$ cat config.mk
export PLATFORM = sky130hd
export DESIGN_NAME = program_dumper
export DESIGN_NICKNAME = d
export VERILOG_FILES = /design/src/rtl/program_io_pkg.sv /design/src/rtl/program_dumper_word_serializer.sv /design/src/rtl/program_dumper.sv
export SDC_FILE = /design/constraint.sdc
export NUM_CORES = 1
export LEC_CHECK = 0
export BUFFER_PORTS_ARGS = -buffer_cell sky130_fd_sc_hd__buf_2
export CAP_MARGIN = 20
export CORE_ASPECT_RATIO = 1.5
export CORE_MARGIN = 5
export CORE_UTILIZATION = 61
export DETAILED_ROUTE_END_ITERATION = 12
export HOLD_SLACK_MARGIN = 0.1
export PLACE_DENSITY = 0.86
export SETUP_SLACK_MARGIN = 0.15
export SYNTH_ARGS = -nofsm -noshare
export SYNTH_HDL_FRONTEND = slang
export SYNTH_HIERARCHICAL = 1
export SYNTH_SLANG_ARGS = --single-unit
export TNS_END_PERCENT = 10
$ cat constraint.sdc
create_clock -name clk -period 7.7 [get_ports clk]
set_input_delay 0.385 -clock clk [delete_from_list [all_inputs] [get_ports clk]]
set_output_delay 0.385 -clock clk [all_outputs]
set_load 0.03 [all_outputs]
$ cat src/rtl/program_io_pkg.sv
// program_io_pkg: state encoding and stream format constants shared by the
// UART program loader and program dumper.
package program_io_pkg;
    localparam int WORD_BYTES = 4;
    localparam int BYTE_IDX_W = $clog2(WORD_BYTES);
    typedef enum logic [2:0] {IDLE, SEND_SIZE, FETCH, SEND_WORD, COMPLETED} state_t;
endpackage

$ cat src/rtl/program_dumper_word_serializer.sv
// word_serializer: loads a 32-bit word and emits its bytes LSB-first over a
// valid/ready handshake, pulsing done on the transfer of the last byte.
module word_serializer
    import program_io_pkg::*;
(
    input  logic        clk,
    input  logic        reset,
    input  logic        load,
    input  logic [31:0] word,
    input  logic        ready,
    output logic        valid,
    output logic [7:0]  data,
    output logic        done
);
    localparam logic [BYTE_IDX_W-1:0] LAST = BYTE_IDX_W'(WORD_BYTES - 1);
    logic [31:0]           buffer;
    logic [BYTE_IDX_W-1:0] idx;
    assign data = buffer[{idx, 3'b000} +: 8];
    assign done = valid && ready && idx == LAST;
    always_ff @(posedge clk or negedge reset) begin
        if (!reset) begin
            buffer <= '0;
            idx    <= '0;
            valid  <= 1'b0;
        end else if (load) begin
            buffer <= word;
            idx    <= '0;
            valid  <= 1'b1;
        end else if (valid && ready) begin
            idx   <= idx + 1'b1;
            valid <= idx != LAST;
        end
    end
endmodule

$ cat src/rtl/program_dumper.sv
// program_dumper: on start, reads a memory region word by word and streams it
// to the UART transmitter as [size header] + little-endian words.
module program_dumper
    import program_io_pkg::*;
#(
    parameter bit SEND_HEADER = 1'b1
) (
    input  logic        clk,
    input  logic        reset,
    input  logic        start,
    input  logic [31:0] base_addr,
    input  logic [31:0] dump_size,
    output logic        busy,
    output logic        completed,
    output logic        uart_in_valid,
    output logic [7:0]  uart_in_data,
    input  logic        uart_in_ready,
    output logic [31:0] mem_out_addr,
    output logic        mem_out_valid,
    input  logic [31:0] mem_out_data,
    input  logic        mem_out_ready
);
    state_t      state, state_next;
    logic [31:0] base, size;
    logic [32:0] offset, offset_next;
    logic        take, ser_load, ser_done;
    logic [31:0] ser_word;
    assign take          = (state == IDLE || state == COMPLETED) && start;
    assign offset_next   = offset + 33'd4;
    assign busy          = state != IDLE && state != COMPLETED;
    assign completed     = state == COMPLETED;
    assign mem_out_valid = state == FETCH;
    assign mem_out_addr  = base + offset[31:0];
    // The serializer carries both the size header and fetched words.
    assign ser_load = (take && SEND_HEADER) || (state == FETCH && mem_out_ready);
    assign ser_word = state == FETCH ? mem_out_data : dump_size;
    word_serializer u_ser (
        .clk   (clk),
        .reset (reset),
        .load  (ser_load),
        .word  (ser_word),
        .ready (uart_in_ready),
        .valid (uart_in_valid),
        .data  (uart_in_data),
        .done  (ser_done)
    );
    always_ff @(posedge clk or negedge reset) begin
        if (!reset) begin
            state  <= IDLE;
            base   <= '0;
            size   <= '0;
            offset <= '0;
        end else begin
            state <= state_next;
            if (take) begin
                base   <= base_addr;
                size   <= dump_size;
                offset <= '0;
            end else if (state == SEND_WORD && ser_done) begin
                offset <= offset_next;
            end
        end
    end
    // Offset is 33 bits so a 0xFFFFFFFF-byte dump still terminates.
    always_comb begin
        state_next = state;
        case (state)
            IDLE, COMPLETED:
                if (start) state_next = SEND_HEADER ? SEND_SIZE : (dump_size == '0 ? COMPLETED : FETCH);
            SEND_SIZE:
                if (ser_done) state_next = size == '0 ? COMPLETED : FETCH;
            FETCH:
                if (mem_out_ready) state_next = SEND_WORD;
            SEND_WORD:
                if (ser_done) state_next = offset_next < {1'b0, size} ? FETCH : COMPLETED;
            default:
                state_next = IDLE;
        endcase
    end
endmodule

==> summary.txt <==
Floorplanning
  • Die Area: 15700 sq um
  • Die width: 104 microns
  • Starting density of the core: 0.622
  • IO Count: 145
  • Core area: 13000 sq um
  • Die height: 151 microns
  • Rows: 51

Power and ir drop
  • Sw frac: 0.371
  • Pwr Total: 3.08 mW
  • P_leak: 4.58 nW
  • Logic pwr share: 0.376
  • Clock share of power: 0.268
  • P_sw: 1.14 mW
  • Int Pwr: 1.94 mW
  • Share of power burned in registers: 0.356
  • Pwr dens: 324 nW/um^2
  • VDD IR max: 0.000269 V

Timing
  • Final Hold Violating Endpoints: 0
  • Fin. max-slew vios: 0
  • Tmin final: 3.82 ns
  • Slew headroom: 0.391
  • Setup Skew: 0.0101 ns
  • Endpoints failing setup: 0
  • Worst setup margin: 3.88 ns
  • RSZ-0062 raised after global routing: false
  • TNS Setup: 0 ns
  • Fin crit share: 0.496
  • Actual slew at the worst max-slew pin: 0.911 ns
  • Max Clk Rate: 262 MHz

Place
  • Post-DP HPWL: 14700 microns
  • Placer Congestion: 0.886
  • Placement Setup Slack: 4.24 ns
  • Port bufs: 144

Yosys
  • Top_reg_cell synth: dfrtp_1
  • Synth Net Count: 934
  • Synthesized area per cell: 10.5 sq um
  • Synth area leaders: dfrtp_1 41%, mux2_2 14%, ha_1 9.4%, xnor2_1 4.1%, o21ai_0 3.4%
  • Cells after Synth: 772
  • Number of flops mapped to enable cells by yosys: 0
  • Leading area contributor after synthesis: dfrtp_1
  • Sequential area share after synthesis: 0.411
  • Synth Register Bits: 133
  • Yosys cell types: 50
  • Top cell type's share of synthesized area: 0.411
  • Post-synth ARST share: 1.00
  • Syn. warnings: 6
  • Synth Cell Area: 8100 sq um

Clock network
  • Worst-path clk slew: 0.06 ns
  • Clock sinks: 133
  • Clk Latency, worst-skew pair: 0.42 ns
  • CTS tree: done
  • Setup bufs post-CTS: 0
  • CTS Buf Count: 17
  • Clock root buffer: clkbuf_16
  • H-tree levels: 4
  • Max Buffers Root-to-Sink: 2

Routing
  • 1st-iter DRT viols: 358
  • DR DRC count: 0
  • Via count: 6459
  • DR WL/cell: 18.4 microns
  • Routed Antenna Nets: 0
  • DR vias/cell: 5.99
  • Total wire length: 19800 microns
  • 1st-pass router iterations: 5

Worst setup path
  • Critical path class: flip-flop to output port
  • CP Data Arrival Time: 3.43 ns
  • Critical Path Source: offset[3]
  • Crit path max fanout: 4
  • Worst Setup Start Kind: flip-flop
  • Reg2reg start: offset[2]
  • Critical Path RT: 7.32 ns
  • CP endpoint kind: output port

GRT
  • Largest net degree at the start of global routing: 75
  • Vias in the first global route: 6620
  • Global-route wire length before repair: 32300 microns
  • M1 GR Usage: 0.296
  • M2 GR Usage: 0.460
  • GRT busiest layer: met2
  • Global routing usage on met3: 0.0443
  • Initial antenna violation count: 0
  • Global route overflow: 0
  • Total GRT Usage: 0.255

Cells and area
  • Synth-to-layout area growth: 17.4%
  • Nets: 1068
  • Share of layout cells above drive strength 1: 0.326
  • Filler instances: 931
  • Antenna diodes: 0

Flow run
  • Max-Cap Viols: 0

Status
  • Outcome: complete, no violations

Min path
  • Hold Path Origin: dump_size[31]
  • Worst Hold Class: input pin to flip-flop
==> worst max-delay path: stages, from the launching register on <==
cell and delay (ns):
dfrtp_1 0.40, ha_1 0.34, a21oi_2 0.22, nor2_1 0.11
o2111ai_1 0.39, a311oi_1 0.24, a311o_1 0.46, a211o_1 0.33
a21oi_2 0.19, xnor2_1 0.12, buf_2 0.21
==> stage by stage <==
step	cells	hold WS, ns	utilization	instance area [sq um]
after floorplan	772	0.0894	-	8100
after global placement	1045	0.484	0.683	8890
after detailed placement	1045	0.495	0.683	8890
after CTS	1078	0.181	0.730	9510
after global routing	1078	0.197	0.730	9510
final	1078	0.186	0.730	9510
==> synthesized netlist by cell type, types with 4 or more instances <==
master / number
a22o_1: 18
and2_1: 8
o21bai_1: 4
nor3_1: 4
dfrtp_1: 133
o31ai_1: 6
xnor2_1: 38
buf_6: 4
o21ai_0: 55
and4_1: 6
nand2_1: 65
a31oi_1: 6
xor2_1: 19
a21oi_1: 36
inv_1: 38
nor2b_1: 4
mux2_2: 98
buf_4: 4
mux4_2: 8
clkbuf_1: 26
and3_1: 12
nand4_1: 12
nand3_1: 20
a21o_1: 10
nor2_1: 34
ha_1: 61
nor4_1: 9
==> kinds of logic after synthesis <==
group	count (synthesis)	synth area share
AOI/OAI and AO/OA	160	0.126
buffers and inverters	74	0.0402
muxes	106	0.159
xor gates and xnor gates	57	0.0617
DFF	133	0.411
and+or+nand+nor	181	0.108
adders and majority gates	61	0.0943
==> flip-flops by register name, indices dropped and copies added (netlist names) <==
name and flops:
u_ser/idx 2, offset 31, state 3, base 32, u_ser/valid 1, size 32, u_ser/buffer 32
==> power by group through the flow <==
stage	registers (mW)	clock network, mW	logic [mW]
floorplan	1.02	0	0.900
global placement	1.09	0	1.12
detailed placement	1.10	0	1.15
CTS	1.09	0.836	1.16
global route	1.11	0.868	1.26
finish	1.09	0.825	1.16
==> path summary, 6_finish.rpt <==
check                              endpoint  slack (ns)  cells after the start
min                                size[31]        0.19                      3
min in group asynchronous           base[1]        0.57                      2
min reg2reg                         base[1]        0.51                      1
max in group asynchronous  u_ser/buffer[21]        5.71                      3
max reg2reg                        state[1]        4.20                     15
max                        mem_out_addr[30]        3.88                     10
==> routing by layer <==
metal  up-vias  wire [microns]
met5         -               0
met1      3140            7720
met4         0             664
met2       215           10400
met3        41            1080
li1       3063               -
==> cell usage in the layout (no fill, tap or decap), drive strengths merged, types with 18 or more instances in the layout <==
cell type  count
a21oi         38
a22o          18
buf          150
dfrtp        133
ha            61
inv           40
mux2          98
nand2         65
nand3         20
nor2          35
o21ai         55
xnor2         38
xor2          19
==> final cells by class <==
cell class / count / area [sq um] / share of cell area
clock buffer: 17 / 425 / 0.0448
clock inverter: 15 / 180 / 0.0190
inverter: 38 / 143 / 0.0150
multi-input combinational: 565 / 4450 / 0.468
sequential: 133 / 3330 / 0.350
tap: 159 / 199 / 0.0209
timing repair buffer: 151 / 778 / 0.0819
==> timing repair <==
action                     CTS  global route
hold endpoints to repair    59             0
hold buffers                 1             0
setup endpoints to repair    0             0
resized for setup            0             0
Note: power is estimated with default switching activity, not from simulation.
